## src/rtl/button_debounce_pkg.sv

```systemverilog
// Shared definitions for the push-button debouncer: per-channel state encoding
// and the default stability window used by simulation and hardware builds.
package button_debounce_pkg;

   localparam int DEFAULT_DEBOUNCE_CYCLES = 5;

   // Logical channel state, derived from (Level, Count != 0).
   typedef enum logic [1:0] {
      STABLE_LOW  = 2'b00,
      PEND_HIGH   = 2'b01,
      STABLE_HIGH = 2'b10,
      PEND_LOW    = 2'b11
   } db_state_t;

   function automatic db_state_t state_of(input logic level, input logic pending);
      return db_state_t'({level, pending});
   endfunction

endpackage

```

## src/rtl/button_debounce_channel.sv

```systemverilog
// One debounced button channel: two-flop synchroniser, stability counter,
// accepted level and (with BUTTON_DEBOUNCE_EDGE_EN defined) press/release pulses.
module debounce_channel
   import button_debounce_pkg::*;
#(
   parameter int DEBOUNCE_CYCLES = DEFAULT_DEBOUNCE_CYCLES
) (
   input  logic Clk,
   input  logic nReset,
   input  logic btn,
   output logic level,
   output logic rise,
   output logic fall
);

   localparam int COUNT_W = $clog2(DEBOUNCE_CYCLES + 1);
   localparam logic [COUNT_W-1:0] LAST = COUNT_W'(DEBOUNCE_CYCLES - 1);

   logic               s1;
   logic               s2;
   logic [COUNT_W-1:0] count;
   logic [COUNT_W-1:0] count_next;
   logic               level_next;
   logic               take;
   db_state_t          state;

   always_ff @(posedge Clk or negedge nReset) begin
      if (!nReset) begin
         s1    <= 1'b0;
         s2    <= 1'b0;
         level <= 1'b0;
         count <= '0;
      end else begin
         s1    <= btn;
         s2    <= s1;
         level <= level_next;
         count <= count_next;
      end
   end

   // Any sample agreeing with the current level cancels a pending change.
   always_comb begin
      count_next = count;
      level_next = level;
      take       = 1'b0;
      if (s2 == level) begin
         count_next = '0;
      end else if (count == LAST) begin
         level_next = s2;
         count_next = '0;
         take       = 1'b1;
      end else begin
         count_next = count + 1'b1;
      end
   end

`ifdef BUTTON_DEBOUNCE_EDGE_EN
   always_ff @(posedge Clk or negedge nReset) begin
      if (!nReset) begin
         rise <= 1'b0;
         fall <= 1'b0;
      end else begin
         rise <= take & s2;
         fall <= take & ~s2;
      end
   end
`else
   assign rise = 1'b0;
   assign fall = 1'b0;
`endif

   always_comb begin
      state = state_of(level, count != '0);
   end

   a_count_range : assert property (@(posedge Clk) disable iff (!nReset)
      count <= LAST);

   a_glitch_low : assert property (@(posedge Clk) disable iff (!nReset)
      (state == PEND_HIGH && s2 == 1'b0) |=> (state == STABLE_LOW));

   a_glitch_high : assert property (@(posedge Clk) disable iff (!nReset)
      (state == PEND_LOW && s2 == 1'b1) |=> (state == STABLE_HIGH));

   a_one_edge : assert property (@(posedge Clk) disable iff (!nReset)
      !(rise && fall));

endmodule

```

## src/rtl/button_debounce.sv

```systemverilog
// Push-button input conditioning: WIDTH independent debounced channels.
// Optional Rise/Fall pulse registers are built when BUTTON_DEBOUNCE_EDGE_EN is defined.
module button_debounce
   import button_debounce_pkg::*;
#(
   parameter int WIDTH           = 1,
   parameter int DEBOUNCE_CYCLES = DEFAULT_DEBOUNCE_CYCLES
) (
   input  logic             Clk,
   input  logic             nReset,
   input  logic [WIDTH-1:0] Btn,
   output logic [WIDTH-1:0] Level,
   output logic [WIDTH-1:0] Rise,
   output logic [WIDTH-1:0] Fall
);

   for (genvar ch = 0; ch < WIDTH; ch++) begin : g_channel
      debounce_channel #(
         .DEBOUNCE_CYCLES(DEBOUNCE_CYCLES)
      ) u_channel (
         .Clk   (Clk),
         .nReset(nReset),
         .btn   (Btn[ch]),
         .level (Level[ch]),
         .rise  (Rise[ch]),
         .fall  (Fall[ch])
      );
   end

endmodule
```

## config.mk

```make
export PLATFORM = sky130hd
export DESIGN_NAME = button_debounce
export DESIGN_NICKNAME = d
export VERILOG_FILES = /design/src/rtl/button_debounce_pkg.sv /design/src/rtl/button_debounce_channel.sv /design/src/rtl/button_debounce.sv
export SDC_FILE = /design/constraint.sdc
export NUM_CORES = 1
export LEC_CHECK = 0
export ABC_AREA = 1
export BUFFER_PORTS_ARGS = -buffer_cell sky130_fd_sc_hd__buf_4
export CAP_MARGIN = 20
export CORE_AREA = 2 2 39 41
export DETAILED_ROUTE_END_ITERATION = 8
export DIE_AREA = 0 0 41 43
export PLACE_DENSITY = 0.5
export SLEW_MARGIN = 25
export SYNTH_ARGS = -nofsm -noshare
export SYNTH_HDL_FRONTEND = slang
export SYNTH_SLANG_ARGS = --single-unit
```

## constraint.sdc

```tcl
create_clock -name Clk -period 1 [get_ports Clk]
set_input_delay 0.15 -clock Clk [delete_from_list [all_inputs] [get_ports Clk]]
set_output_delay 0.15 -clock Clk [all_outputs]
set_load 0.01 [all_outputs]
```

==> run metrics <==
pwr/cell area 2420 nW/um^2; Row Count 14; Post-Place Setup Slack 0.0432 ns; crit-path max FO 4; Post-synth ARST share 100%; PortBufs 3; met3 Use GR 4.71%; status completed; max cap viols 0; Clock Tree Root clkbuf_4; placed cell areas 309 um^2; die area 1760 um^2; initial antenna violation count 0; Max VDD drop 861 uV; detailed router's first-iteration violation count 3; Layout area overhead 23.9%; critical path launch point type flip-flop; Crit Reg-Reg Startpoint g_channel[0].u_channel.count[0]$_DFF_PN0_; Worst Hold Launch Btn; remaining global-route overflow 0; Max Slew Vio Count 0; top cells by area, synth dfrtp_1, inv_1, ha_1; RSZ-0062 raised after global routing no; slowest cell on the critical path dfrtp_1; first-pass GRT wire length 690 um; Setup TNS 0 ns; clock buffer depth 2; Die Width 41 um; setup ws final 0.0572 ns; crit path capture type output pin; GRT Util Overall 6.17%; Crit path required time 0.85 ns; core box area 1380 um^2; Layout Utilization 24.9%; drt via density 3.40; DR WL/cell 6.88 um; clk sinks 6; worst reg2reg setup slack 0.07 ns; Min-Delay Path Depth 1; CP top delay family flip-flops; nets@finish 43; DRT Wirelength 358 um; GP Congestion 0.595; upper clock frequency limit 1.06 GHz; P_leak 0.000181 uW; Final Critical Period 0.943 ns; DRT Pass-1 Iters 2; CTS clock-pin slew for the worst setup and hold paths 0.05 ns; via count 177; CTS H-tree lvls 1; postcts setup bufs 0; Mapped Area 278 um^2; # fillers 153; synthesized area per cell 9.26 um^2; Min-Delay Path Class input port to flip-flop; count of cell types in the netlist 10; fin crit share 94.3%; remaining antenna violation count 0; FF+latch count, synth 6; critical path arrival 0.79 ns; worst path bufs/invs 1; post-synth top area cell dfrtp_1; post-DP HPWL 272 um; Synth Instances 30; YS warnings 0; R2R Path End g_channel[0].u_channel.count[0]$_DFF_PN0_; DRC 0; Die Ht 43 um; post-synth top area share 54.1%; final setup skew 0.00461 ns; sequential-to-total area share from yosys stat 54.1%; CTS tree done; ys flop type dfrtp_1; met1 GRT Util 7.92%; Final setup viols 0; Post-synth EDFFs 0; share of layout cells above drive strength 1 27.8%; number of global-route vias before repair 180; crit-path cells buf_4; layer with the highest usage met1; Layout Cell Area excl Fill 344 um^2; final hold violation count 0; reg2reg path depth 5; Setup CP Type flip-flop to output pin; CP peak stage delay 0.40 ns; Commonest cells post-synth inv_1, dfrtp_1, nand2_1, nor2_1; clk_lat worst skew 0.24 ns; Starting Density 20.1%; number of I/O pins 6; most frequent cell after synthesis inv_1; n_diodes 0; Inserted Clock Buffers 3; Hold Path Sink g_channel[0].u_channel.s1$_DFF_PN0_; met2 usage 6.88%; largest net degree at the start of global routing 7
-- through the flow --
| stage | std cells | hold WS [ns] | total power (uW) |
|---|---|---|---|
| 6_report | 52 | 0.0189 | 831 |
| 5_1_grt | 52 | 0.00560 | 926 |
| 4_1_cts | 52 | 0.00802 | 843 |
| 3_5_place_dp | 48 | -0.0378 | 614 |
| 3_3_place_gp | 48 | -0.0368 | 611 |
| 2_1_floorplan | 31 | -0.146 | 545 |
-- per-layer routing --
metal	share of wire [%]	up-vias
li1	-	94
met1	49	78
met2	43	5
met3	7.5	0
met4	0	0
met5	0	-
-- cell families (layout without fill, tap and decap cells) --
group           Yosys count  count (layout)  synth area share (%)
other cells               1               2                  1.35
compound gates            1               1                  1.80
simple gates             11              11                  18.9
fa+ha+maj                 2               2                  9.01
flops                     6               6                  54.1
buf+inv                   9              14                  14.9
-- where the power goes --
group          internal, uW  switching (uW)  total [uW]
Combinational           114             136         250
Clock                   135            81.0         216
Sequential              313            51.4         365
Total                   563             268         831
-- final cells by class --
type | count | area, um^2 | area share (%)
flip-flops and latches | 6 | 150 | 43.6
repair buffers | 4 | 32.5 | 9.45
clock buffers | 3 | 22.5 | 6.55
inverters | 7 | 26.3 | 7.64
well taps | 16 | 20.0 | 5.82
multi-input cells | 16 | 92.6 | 26.9
-- state kept, by name, summed over array words and instances, names as in the netlist --
signal and count:
g_channel.u_channel.count 3, g_channel.u_channel.s1 1, g_channel.u_channel.level 1, g_channel.u_channel.s2 1
-- cell usage in the layout (no fill, tap or decap) --
cell | netlist | routed
nand2_2 | 2 | 2
nand3_2 | 1 | 1
dfrtp_1 | 6 | 6
nor2_1 | 3 | 3
nand2_1 | 5 | 5
dlygate4sd3_1 | 0 | 1
inv_1 | 7 | 7
buf_4 | 2 | 3
o21ai_1 | 1 | 1
clkbuf_4 | 0 | 3
ha_1 | 2 | 1
conb_1 | 1 | 2
ha_2 | 0 | 1
-- how the worst max path moves through the flow --
stage          depth (start not counted)                                 startpoint                                   endpoint
2_1_floorplan                          5  g_channel[0].u_channel.count[0]$_DFF_PN0_  g_channel[0].u_channel.count[0]$_DFF_PN0_
6_report                               1   g_channel[0].u_channel.level$_DFFE_PN0P_                                      Level
3_3_place_gp                           5  g_channel[0].u_channel.count[0]$_DFF_PN0_  g_channel[0].u_channel.count[0]$_DFF_PN0_
5_1_grt                                5  g_channel[0].u_channel.count[0]$_DFF_PN0_  g_channel[0].u_channel.count[0]$_DFF_PN0_
3_5_place_dp                           5  g_channel[0].u_channel.count[0]$_DFF_PN0_  g_channel[0].u_channel.count[0]$_DFF_PN0_
4_1_cts                                5  g_channel[0].u_channel.count[0]$_DFF_PN0_  g_channel[0].u_channel.count[0]$_DFF_PN0_
-- timing repair --
action	4_1_cts	5_1_grt
endpoints found under the setup margin	0	3
hold endpoints to repair	6	0
hold buffers	1	0
resized for setup	0	1
Power figures use the tool's default switching activity.
